[config.mk]
export PLATFORM = sky130hd
export DESIGN_NAME = motor_drive_stage
export DESIGN_NICKNAME = d
export VERILOG_FILES = /design/src/rtl/motor_drive_stage.sv
export SDC_FILE = /design/constraint.sdc
export NUM_CORES = 1
export LEC_CHECK = 0
export CAP_MARGIN = 20
export CORE_MARGIN = 1
export CORE_UTILIZATION = 51
export CTS_CLUSTER_SIZE = 12
export DETAILED_ROUTE_END_ITERATION = 12
export PLACE_DENSITY = 0.87
export REMOVE_ABC_BUFFERS = 1
export SLEW_MARGIN = 20
export SYNTH_ARGS = -nofsm -noshare
export SYNTH_HDL_FRONTEND = slang
export SYNTH_SLANG_ARGS = --single-unit
[constraint.sdc]
create_clock -name clk -period 2.4 [get_ports clk]
set_input_delay 0.24 -clock clk [delete_from_list [all_inputs] [get_ports clk]]
set_output_delay 0.24 -clock clk [all_outputs]
set_load 0.01 [all_outputs]
[src/rtl/motor_drive_stage.sv]
// Actuator output stage: slew-limited speed ramp, PWM generation and a
// decelerate / dead-time / re-latch sequence on every direction reversal.
module motor_drive_stage #(
  parameter int RAMP_DIV = 4,
  parameter int DEAD     = 8
) (
  input  logic       clk,
  input  logic       rst,
  input  logic [3:0] speed,
  input  logic [3:0] dir,
  output logic       pwm_o,
  output logic [3:0] dir_o,
  output logic       brake_o,
  output logic [3:0] speed_cur,
  output logic       busy
);

  localparam int PW = (RAMP_DIV > 1) ? $clog2(RAMP_DIV) : 1;
  localparam int DW = (DEAD > 1) ? $clog2(DEAD) : 1;
  localparam logic [PW-1:0] PRE_MAX   = PW'(RAMP_DIV - 1);
  localparam logic [DW-1:0] DEAD_LOAD = DW'(DEAD - 1);

  typedef enum logic [1:0] {
    ST_RUN   = 2'd0,
    ST_DECEL = 2'd1,
    ST_DEAD  = 2'd2
  } state_t;

  state_t        state_r;
  logic [PW-1:0] pre_r;
  logic [3:0]    pc_r;
  logic [DW-1:0] dcnt_r;
  logic          tick_s;

  assign tick_s = (pre_r == PRE_MAX);
  assign busy   = (state_r != ST_RUN) || (speed_cur != speed);

  // Free-running ramp prescaler, independent of the sequencing state
  always_ff @(posedge clk) begin
    if (rst) begin
      pre_r <= '0;
    end else if (tick_s) begin
      pre_r <= '0;
    end else begin
      pre_r <= pre_r + PW'(1);
    end
  end

  // PWM period counter, 0..14
  always_ff @(posedge clk) begin
    if (rst) begin
      pc_r <= 4'd0;
    end else if (pc_r == 4'd14) begin
      pc_r <= 4'd0;
    end else begin
      pc_r <= pc_r + 4'd1;
    end
  end

  // Sequencing FSM with ramp, direction latch, brake and PWM outputs
  always_ff @(posedge clk) begin
    if (rst) begin
      state_r   <= ST_RUN;
      speed_cur <= 4'd0;
      dir_o     <= 4'd0;
      brake_o   <= 1'b0;
      dcnt_r    <= '0;
      pwm_o     <= 1'b0;
    end else begin
      case (state_r)
        ST_RUN: begin
          if (dir == dir_o) begin
            if (tick_s && (speed_cur < speed)) begin
              speed_cur <= speed_cur + 4'd1;
            end else if (tick_s && (speed_cur > speed)) begin
              speed_cur <= speed_cur - 4'd1;
            end else begin
              speed_cur <= speed_cur;
            end
          end else if (speed_cur != 4'd0) begin
            state_r <= ST_DECEL;
          end else begin
            state_r <= ST_DEAD;
            dcnt_r  <= DEAD_LOAD;
            brake_o <= 1'b1;
          end
        end
        ST_DECEL: begin
          // A returning direction cancels the reversal before any dead time
          if (dir == dir_o) begin
            state_r <= ST_RUN;
          end else if (speed_cur == 4'd0) begin
            state_r <= ST_DEAD;
            dcnt_r  <= DEAD_LOAD;
            brake_o <= 1'b1;
          end else if (tick_s) begin
            speed_cur <= speed_cur - 4'd1;
          end else begin
            speed_cur <= speed_cur;
          end
        end
        ST_DEAD: begin
          if (dcnt_r == '0) begin
            dir_o   <= dir;
            brake_o <= 1'b0;
            state_r <= ST_RUN;
          end else begin
            dcnt_r <= dcnt_r - DW'(1);
          end
        end
        default: begin
          state_r <= ST_RUN;
          brake_o <= 1'b0;
        end
      endcase
      pwm_o <= (state_r != ST_DEAD) && (pc_r < speed_cur);
    end
  end

endmodule
==> impl_metrics.py <==
metrics = {
    "run_status": {
        "status": "finished clean",
    },
    "timing": {
        "tns_ps": 0,
        "setup_viol": 0,
        "fmax_mhz": 480,
        "relSlewSlack_pct": 64.8,
        "slew_viol_final": 0,
        "whs_ps": 443,
        "fin_crit_ps": 2080,
        "hold_violations": 0,
        "period_share_pct": 86.9,
        "tightest_slew_ps": 526,
        "rsz0062_at_grt": "no",
        "skew_ps": 1.74,
        "setup_slack_ps": 316,
    },
    "grt": {
        "grt_use_total_pct": 22.3,
        "grt_pass1_vias": 994,
        "grt-ovfl-total": 0,
        "grt_antenna_before_repair": 0,
        "grt_pass1_wl_mm": 4.31,
        "grt_max_degree": 16,
    },
    "setup_path": {
        "cp-end-kind": "output pin",
        "worstSetupPathType": "input port to output pin",
        "path_max_fanout": 5,
        "start_kind": "input port",
        "timing.rr.start": "speed_cur[1]",
        "crit_arrival_ps": 1840,
        "cp-startpoint": "speed[3]",
        "required_ps": 2160,
    },
    "clock_tree": {
        "cts_max_path_buffers": 2,
        "cts.sinks": 21,
        "clkSlewWorstSetupHoldPaths_ps": 110,
        "h-tree-depth": 1,
        "cts_buffers": 3,
        "root_buffer": "clkbuf_4",
        "clk_latency_ps": 310,
        "cts_tree": "built",
        "cts_setup_buffers": 0,
        "cts_resized": 0,
        "postCtsHoldBufs": 0,
    },
    "power": {
        "power_leakage_nw": 0.608,
        "p_per_area_nw_per_um2": 511,
        "power_switching_mw": 0.222,
        "p_clk_share_pct": 22.8,
        "p_int_mw": 0.535,
        "swShare_pct": 29.3,
        "ir_drop_mv": 0.347,
        "pwr-share-comb_pct": 24.1,
        "seqPwrFrac_pct": 53.1,
    },
    "logic_synthesis": {
        "avgSynthCellArea_sq_um": 9.08,
        "ys_warn_count": 0,
        "seq_area_frac_synth_pct": 34.6,
        "synthCells": 134,
        "synth_cell_types": 36,
        "synthArstFlopShare_pct": 0,
        "synth_seq_cells": 21,
        "synth-edff-count": 0,
        "synth_flop_cell": "dfxtp_1",
        "syn_area_sq_um": 1220,
    },
    "layout": {
        "num-nets-final": 182,
        "diodes": 0,
        "final_common_cell": "dfxtp_1",
        "area.growth.synth_to_final_pct": 21.8,
        "fillers": 179,
        "final_cells": 185,
        "drive_gt1_share_pct": 7.01,
        "final_cell_mix": "21 x dfxtp_1, 20 x clkdlybuf4s50_1, 17 x nor2_1, 14 x ha_1, 11 x inv_1",
    },
    "min_path": {
        "worstHoldStart": "pre_r[0]",
        "hp-class": "register to register",
    },
    "route": {
        "wl_per_cell_microns": 13.4,
        "vias_per_cell": 5.58,
        "drtIter0Drc": 35,
        "via_count": 1032,
        "drc": 0,
        "dr.pass1.iters": 5,
        "antenna_left": 0,
        "wirelength_mm": 2.48,
    },
    "placement": {
        "placed_cells": 181,
        "gp_congestion": 0.865,
        "dp_hpwl_mm": 1.94,
        "port-buffer-count": 20,
        "dp_slack_ps": 82.5,
    },
    "floorplanning": {
        "initial_core_util_pct": 54.5,
        "dieArea_sq_um": 2580,
        "core_area_sq_um": 2230,
        "rows": 17,
        "num_io_pins": 21,
        "die_x_microns": 50.8,
        "fp.dieH_microns": 50.8,
    },
    "run": {
        "drv_cap": 0,
    },
}
cells by family after synthesis:
group,Yosys count,share of synthesized area [%]
muxes,7,7.00
buffers and inverters,15,4.63
DFF,21,34.6
AOI/OAI and AO/OA,26,14.8
xor gates and xnor gates,5,3.60
adders and majority gates,14,14.4
and+or+nand+nor,46,21.0
power by group through the flow:
stage	Clock [mW]	Sequential, mW	Combinational, mW
2_1_floorplan	0	0.409	0.110
3_3_place_gp	0	0.407	0.170
3_5_place_dp	0	0.410	0.182
4_1_cts	0.177	0.402	0.183
5_1_grt	0.190	0.406	0.205
6_report	0.173	0.402	0.182
synthesized netlist by cell type, drive strengths merged (3+ instances only):
cell    number  area, sq um
nand2b       5         31.3
nand3        3         15.0
nor2b        5         31.3
o21ai        4         20.0
a21oi        8         40.0
nand2        4         15.0
inv         12         45.0
ha          14          175
dfxtp       21          420
a311oi       3         26.3
mux2i        4         40.0
nor2        17         63.8
nor3         3         15.0
clkbuf       3         11.3
mux2         3         45.0
xor2         4         35.0
worst max-delay path, cell delays in order:
cell	delay, ps
clkdlybuf4s50_1	450
inv_1	40
ha_1	340
nand4_1	140
nand2b_1	110
clkdlybuf4s50_1	530
path summary, 6_finish.rpt:
path | to | slack, ps | cells past startpoint
setup / recovery | busy | 320 | 6
hold / removal | pre_r[0] | 440 | 1
setup reg to reg | speed_cur[3] | 360 | 7
hold reg to reg | pre_r[0] | 440 | 1
state kept, by name, summed over array words and instances (netlist names):
name,flops
speed_cur,4
brake_o,1
dcnt_r,3
pc_r,4
pre_r,2
state_r,2
dir_o,4
pwm_o,1
final cells by class:
cell class / count / area (sq um) / area share, %
multi-input combinational: 98 / 739 / 49.9
sequential: 21 / 420 / 28.4
tap: 28 / 35.0 / 2.36
timing repair buffer: 22 / 215 / 14.5
inverter: 12 / 45.0 / 3.04
clock buffer: 4 / 26.3 / 1.77
stage by stage:
stage / total power [mW] / instance area (sq um) / utilization, %
floorplan: 0.519 / 1200 / -
global placement: 0.578 / 1460 / 65.2
detailed placement: 0.592 / 1460 / 65.2
CTS: 0.762 / 1480 / 66.3
global route: 0.802 / 1480 / 66.3
finish: 0.757 / 1480 / 66.3
layer usage:
metal / vias to the layer above / share of wire [%] / track usage, %
met5: - / 0 / 0
met1: 481 / 43 / 25.5
met3: 5 / 4.3 / 6.25
met4: 0 / 0.85 / 7.41
li1: 520 / - / -
met2: 26 / 52 / 39.8
No activity file was read; power rests on OpenSTA's default activity.
